<file path="src/rtl/decode_stage.sv">
// Decode stage: splits instruction fields, reads operands through
// req/ack register ports and blocks on RAW hazards via a scoreboard.
module decode_stage #(
  parameter int WIDTH        = 32,
  parameter int REG_ADDR_LEN = 5,
  parameter int PC_WIDTH     = WIDTH - 2
) (
  input  logic                    clk,
  input  logic                    rst_n,
  input  logic                    in_valid,
  output logic                    in_ready,
  input  logic [WIDTH-1:0]        ir_in,
  input  logic [PC_WIDTH-1:0]     pc_in,
  output logic                    out_valid,
  input  logic                    out_ready,
  output logic [WIDTH-1:0]        ir_out,
  output logic [PC_WIDTH-1:0]     pc_out,
  output logic [WIDTH-1:0]        x,
  output logic [WIDTH-1:0]        y,
  output logic [REG_ADDR_LEN-1:0] dst,
  output logic                    illegal,
  output logic [REG_ADDR_LEN-1:0] rd1_addr,
  output logic [REG_ADDR_LEN-1:0] rd2_addr,
  output logic                    rd1_en,
  output logic                    rd2_en,
  input  logic [WIDTH-1:0]        rd1_data,
  input  logic [WIDTH-1:0]        rd2_data,
  input  logic                    rd1_ack,
  input  logic                    rd2_ack,
  input  logic                    wb_en,
  input  logic [REG_ADDR_LEN-1:0] wb_addr,
  input  logic                    flush
);

  localparam int NREG = 2 ** REG_ADDR_LEN;

  localparam logic [1:0] S_IDLE  = 2'd0;
  localparam logic [1:0] S_CHECK = 2'd1;
  localparam logic [1:0] S_READ  = 2'd2;
  localparam logic [1:0] S_OUT   = 2'd3;

  localparam logic [5:0] OP_NOP  = 6'h00;
  localparam logic [5:0] OP_R    = 6'h01;
  localparam logic [5:0] OP_I    = 6'h02;
  localparam logic [5:0] OP_BR   = 6'h03;
  localparam logic [5:0] OP_J    = 6'h04;
  localparam logic [5:0] OP_HALT = 6'h05;

  localparam logic [WIDTH-1:0] NOP_IR = '0;

  logic [1:0]              state_q, state_d;
  logic [WIDTH-1:0]        ir_q, ir_d;
  logic [PC_WIDTH-1:0]     pc_q, pc_d;
  logic [WIDTH-1:0]        x_q, x_d;
  logic [WIDTH-1:0]        y_q, y_d;
  logic [NREG-1:0]         sb_q, sb_d;
  logic                    rd1_en_q, rd1_en_d;
  logic                    rd2_en_q, rd2_en_d;
  logic [REG_ADDR_LEN-1:0] rd1_addr_q, rd1_addr_d;
  logic [REG_ADDR_LEN-1:0] rd2_addr_q, rd2_addr_d;

  logic [5:0]              opc;
  logic [REG_ADDR_LEN-1:0] f_rd, f_rs, f_rt, src1, dst_w;
  logic [15:0]             imm;
  logic [25:0]             tgt;
  logic [WIDTH-1:0]        sext, zext;
  logic is_r, is_i, is_br, is_j, is_ill;
  logic need1, need2, hazard, fire;

  assign opc  = ir_q[31:26];
  assign f_rd = REG_ADDR_LEN'(ir_q[25:21]);
  assign f_rs = REG_ADDR_LEN'(ir_q[20:16]);
  assign f_rt = REG_ADDR_LEN'(ir_q[15:11]);
  assign imm  = ir_q[15:0];
  assign tgt  = ir_q[25:0];
  assign sext = {{(WIDTH-16){imm[15]}}, imm};
  assign zext = {{(WIDTH-26){1'b0}}, tgt};

  always_comb begin
    is_r   = 1'b0;
    is_i   = 1'b0;
    is_br  = 1'b0;
    is_j   = 1'b0;
    is_ill = 1'b0;
    unique case (1'b1)
      (opc == OP_R):  is_r  = 1'b1;
      (opc == OP_I):  is_i  = 1'b1;
      (opc == OP_BR): is_br = 1'b1;
      (opc == OP_J):  is_j  = 1'b1;
      (opc == OP_NOP),
      (opc == OP_HALT): ;
      default: is_ill = 1'b1;
    endcase
  end

  // Branches compare against R[Rd], so Rd feeds port 1 instead of Rs.
  assign src1   = is_br ? f_rd : f_rs;
  assign need1  = (is_r | is_i | is_br) & (src1 != '0);
  assign need2  = is_r & (f_rt != '0);
  assign hazard = (need1 & sb_q[src1]) | (need2 & sb_q[f_rt]);
  assign dst_w  = (is_r | is_i) ? f_rd : '0;
  assign fire   = (state_q == S_OUT) & out_ready & ~flush;

  always_comb begin
    state_d    = state_q;
    ir_d       = ir_q;
    pc_d       = pc_q;
    x_d        = x_q;
    y_d        = y_q;
    rd1_en_d   = rd1_en_q;
    rd2_en_d   = rd2_en_q;
    rd1_addr_d = rd1_addr_q;
    rd2_addr_d = rd2_addr_q;
    unique case (state_q)
      S_IDLE: begin
        if (in_valid) begin
          ir_d    = ir_in;
          pc_d    = pc_in;
          state_d = S_CHECK;
        end
      end
      S_CHECK: begin
        if (!hazard) begin
          x_d        = is_j ? zext : '0;
          y_d        = (is_i | is_br) ? sext : '0;
          rd1_en_d   = need1;
          rd2_en_d   = need2;
          rd1_addr_d = need1 ? src1 : '0;
          rd2_addr_d = need2 ? f_rt : '0;
          state_d    = (need1 | need2) ? S_READ : S_OUT;
        end
      end
      S_READ: begin
        if (rd1_en_q && rd1_ack) begin
          x_d      = rd1_data;
          rd1_en_d = 1'b0;
        end
        if (rd2_en_q && rd2_ack) begin
          y_d      = rd2_data;
          rd2_en_d = 1'b0;
        end
        if (!rd1_en_d && !rd2_en_d) state_d = S_OUT;
      end
      S_OUT: begin
        if (out_ready) state_d = S_IDLE;
      end
    endcase
    if (flush) begin
      state_d  = S_IDLE;
      ir_d     = NOP_IR;
      x_d      = '0;
      y_d      = '0;
      rd1_en_d = 1'b0;
      rd2_en_d = 1'b0;
    end
  end

  // A retire and a new claim on the same register: the claim must win.
  always_comb begin
    sb_d = sb_q;
    if (wb_en) sb_d[wb_addr] = 1'b0;
    if (fire && dst_w != '0) sb_d[dst_w] = 1'b1;
  end

  always_ff @(posedge clk or negedge rst_n) begin
    if (!rst_n) begin
      state_q    <= S_IDLE;
      ir_q       <= NOP_IR;
      pc_q       <= '0;
      x_q        <= '0;
      y_q        <= '0;
      sb_q       <= '0;
      rd1_en_q   <= 1'b0;
      rd2_en_q   <= 1'b0;
      rd1_addr_q <= '0;
      rd2_addr_q <= '0;
    end else begin
      state_q    <= state_d;
      ir_q       <= ir_d;
      pc_q       <= pc_d;
      x_q        <= x_d;
      y_q        <= y_d;
      sb_q       <= sb_d;
      rd1_en_q   <= rd1_en_d;
      rd2_en_q   <= rd2_en_d;
      rd1_addr_q <= rd1_addr_d;
      rd2_addr_q <= rd2_addr_d;
    end
  end

  assign in_ready  = (state_q == S_IDLE) & rst_n;
  assign out_valid = (state_q == S_OUT);
  assign ir_out    = ir_q;
  assign pc_out    = pc_q;
  assign x         = x_q;
  assign y         = y_q;
  assign dst       = dst_w;
  assign illegal   = is_ill;
  assign rd1_en    = rd1_en_q;
  assign rd2_en    = rd2_en_q;
  assign rd1_addr  = rd1_addr_q;
  assign rd2_addr  = rd2_addr_q;

endmodule

</file>
<file path="config.mk">
export PLATFORM = sky130hd
export DESIGN_NAME = decode_stage
export DESIGN_NICKNAME = d
export VERILOG_FILES = /design/src/rtl/decode_stage.sv
export SDC_FILE = /design/constraint.sdc
export NUM_CORES = 1
export LEC_CHECK = 0
export ABC_CLOCK_PERIOD_IN_PS = 3310
export CAP_MARGIN = 20
export CELL_PAD_IN_SITES_DETAIL_PLACEMENT = 0
export CELL_PAD_IN_SITES_GLOBAL_PLACEMENT = 1
export CORE_ASPECT_RATIO = 0.5
export CORE_MARGIN = 4
export CORE_UTILIZATION = 31
export DETAILED_ROUTE_END_ITERATION = 16
export HOLD_SLACK_MARGIN = 0.06
export PLACE_DENSITY = 0.75
export RECOVER_POWER = 50
export SYNTH_ARGS = -nofsm -noshare
export SYNTH_HDL_FRONTEND = slang
export SYNTH_SLANG_ARGS = --single-unit
export TNS_END_PERCENT = 20
</file>
<file path="constraint.sdc">
create_clock -name clk -period 3.31 [get_ports clk]
set_input_delay 0.331 -clock clk [delete_from_list [all_inputs] [get_ports clk]]
set_output_delay 0.331 -clock clk [all_outputs]
set_load 0.005 [all_outputs]
</file>
==> flow_summary.json <==
{
  "wl_per_cell_um": 21.7,
  "dieArea_um2": 31200,
  "yosysWarnings": 0,
  "slew_violations": 120,
  "rsz0062_at_grt": "true",
  "synth_edf_count": 0,
  "grt_antenna_before_repair": 2,
  "drc": 0,
  "setup_slack_ns": -0.0343,
  "areaGrowthSynthToFinish_pct": 52.1,
  "finalHoldViolCount": 0,
  "finalSetupViolCount": 13,
  "yosysTopAreaCell": "dfrtp_1",
  "root_buffer": "clkbuf_16",
  "nets": 1411,
  "yosysSeqAreaShare_pct": 49.1,
  "row_count": 43,
  "wirelength_um": 36100,
  "synthDistinctLibCells": 70,
  "place.gp.congestion": 0.926,
  "violations": "max-capacitance violations, max-slew violations, negative setup slack",
  "vias": 8739,
  "fin_crit_sh_pct": 101,
  "crit_start": "ir_out[31]",
  "grt_pass1_vias": 8576,
  "drive_above_1_share_pct": 13.6,
  "r2r-end": "x[12]",
  "r2r_cells": 12,
  "ys.flop_type": "dfrtp_1",
  "synth_common_cells": "nand2_1 (218), dfrtp_1 (172), o21ai_0 (88)",
  "coreArea_um2": 27800,
  "hold_depth": 2,
  "worstPathArrival_ns": 3.70,
  "pin_count": 285,
  "synth-async-reset-ratio_pct": 100,
  "p_per_area_nw_per_um2": 750,
  "hp-class": "primary input to flop",
  "cts_max_path_buffers": 2,
  "clkLatencyLatePin_ns": 0.45,
  "end_kind": "flop",
  "min-delay-start": "flush",
  "yosys.area.top_type_share_pct": 49.1,
  "htreeDepth": 4,
  "p_leak_uw": 0.00556,
  "slew-limit-headroom_pct": -0.855,
  "cap_violations": 2,
  "rrSetupSlack_ns": -0.03,
  "port_buffers": 284,
  "netlist_area_um2": 8770,
  "tritoncts": "done",
  "final_cell_area_um2": 13300,
  "worstMarginPinSlew_ns": 1.51,
  "grt_pass1_wl_um": 52700,
  "dieHeight_um": 127,
  "cp.required_ns": 3.67,
  "clk_pin_slew_ns": 0.07,
  "hold_end": "ir_out[28]",
  "power_uw": 10000,
  "netlist_top_cells_area": "dfrtp_1 (49%), nand2_1 (9.3%), o21ai_0 (5.0%)",
  "placed_cell_area_um2": 12300,
  "grt_usage_pct": 22.1,
  "drt_pass1_iterations": 5,
  "fillers": 2662,
  "synth_area_per_cell_um2": 9.22,
  "die_w_um": 246,
  "peakVddDrop_mv": 0.394,
  "start_util_pct": 31.6,
  "timing.hold.ws_ns": 0.300,
  "syn_nets": 1096,
  "dr.first_iter.drc_count": 954,
  "ys_seq_elements": 172,
  "status": "complete, but fails checks",
  "cts_buffers": 17,
  "critical_path.startpoint_type": "flop",
  "grt-ovfl-total": 0,
  "cts_sinks": 172,
  "ant_nets": 0,
  "synthCells": 952,
  "period_minus_slack_ns": 3.34,
  "finalNonFillerCells": 1664,
  "skew_ns": 0.00844,
  "place_hpwl_um": 26600,
  "dp_cells": 1608,
  "grt_max_degree": 62,
  "post-synth-top-count-cell": "nand2_1",
  "r2r_start": "ir_out[31]",
  "via_per_inst": 5.25,
  "max_freq_mhz": 299,
  "crit_fanout": 13,
  "worstSetupPathType": "flop to flop"
}
-- area by class of cell --
class                           instances  area [um^2]  area share, %
Multi-Input combinational cell        688         4230           31.7
Tap cell                              382          478           3.58
Timing Repair Buffer                  361         3600           26.9
Clock inverter                         12          185           1.39
Inverter                               27          101          0.759
Clock buffer                           20          447           3.35
Antenna cell                            2         5.00         0.0375
Sequential cell                       172         4310           32.3
-- routing by layer --
| layer | vias up | routed length, um | global-route usage (%) |
|---|---|---|---|
| met2 | 277 | 17600 | 35.8 |
| met4 | 0 | 947 | 7.96 |
| met5 | - | 0 | 0 |
| met3 | 57 | 1910 | 4.03 |
| li1 | 4003 | - | - |
| met1 | 4402 | 15700 | 29.9 |
-- critical path: stages (launching register included) --
cell,delay (ns)
dfrtp_1,0.42
or4_4,0.55
buf_8,0.16
o21ai_4,0.20
nand3_1,0.12
a21o_1,0.19
a2111o_1,0.46
o211ai_4,0.28
a31oi_4,0.14
buf_12,0.19
buf_12,0.13
clkbuf_16,0.17
a211oi_2,0.22
-- where the power goes --
group / internal, uW / leakage [uW] / switching, uW / total, uW
sequential: 2630 / 0.00231 / 381 / 3010
clock: 1290 / 0.000299 / 898 / 2190
combinational: 2360 / 0.00295 / 2450 / 4810
total: 6270 / 0.00556 / 3730 / 10000
-- stage by stage --
stage	TNS (ns)	setup slack, ns	util [%]
floorplan	0	0.177	-
global placement	0	0.0692	44.2
detailed placement	-0.0156	-0.0156	44.2
CTS	0	0.00427	46.5
global route	-5.36	-0.148	48.1
finish	-0.145	-0.0343	48.1
-- cells in the final DEF (no fill, tap or decap), types with 5 or more instances in the layout --
cell and instances:
clkdlybuf4s50_1 238, nand2_1 217, dfrtp_1 171, o21ai_0 88
nor2_1 73, buf_4 58, a21oi_1 56, dlygate4sd3_1 45
inv_1 26, a22oi_1 26, mux2i_1 21, clkbuf_16 21
nand3_1 20, a221oi_2 14, a211oi_1 14, a211oi_2 13
and3_1 10, mux4_2 10, nand2b_1 8, nand3b_1 8
buf_12 8, o31ai_1 6, a32o_1 6, nor3_1 5
and2_1 5, a221oi_1 5, o211ai_1 5, o21ai_1 5
ha_1 5
-- sequential cells by signal, summed over array words and instances (netlist names), 2 cells and up --
name	count
x	32
sb_q	32
rd2_addr	5
pc_out	30
rd1_addr	5
ir_out	32
state_q	2
y	32
-- worst max-delay path by stage --
stage                        to  slack [ns]  cells past startpoint
after floorplan           y[10]        0.18                     11
after global placement     y[7]        0.07                     11
after detailed placement   x[9]       -0.02                     11
after CTS                 y[11]       0.004                     11
after global routing      y[19]       -0.15                     12
final                     x[12]       -0.03                     12
-- timing repair --
item | 4_1_cts | 5_1_grt
hold endpoints to repair | 13 | 0
gates cloned | 0 | 5
pin swaps | 3 | 29
gates resized for setup | 1 | 36
hold buffers | 1 | 0
endpoints found under the setup margin | 9 | 70
setup buffers | 0 | 15
-- kinds of logic after synthesis --
logic type               synth area share [%]
adder cells (fa/ha/maj)                 0.713
AO/OA/AOI/OAI                            21.7
AND/OR/NAND/NOR                          18.6
flip-flops                               49.1
buffers and inverters                    4.59
XOR/XNOR                               0.0998
multiplexers                             5.22
(Power assumes the default switching activity.)
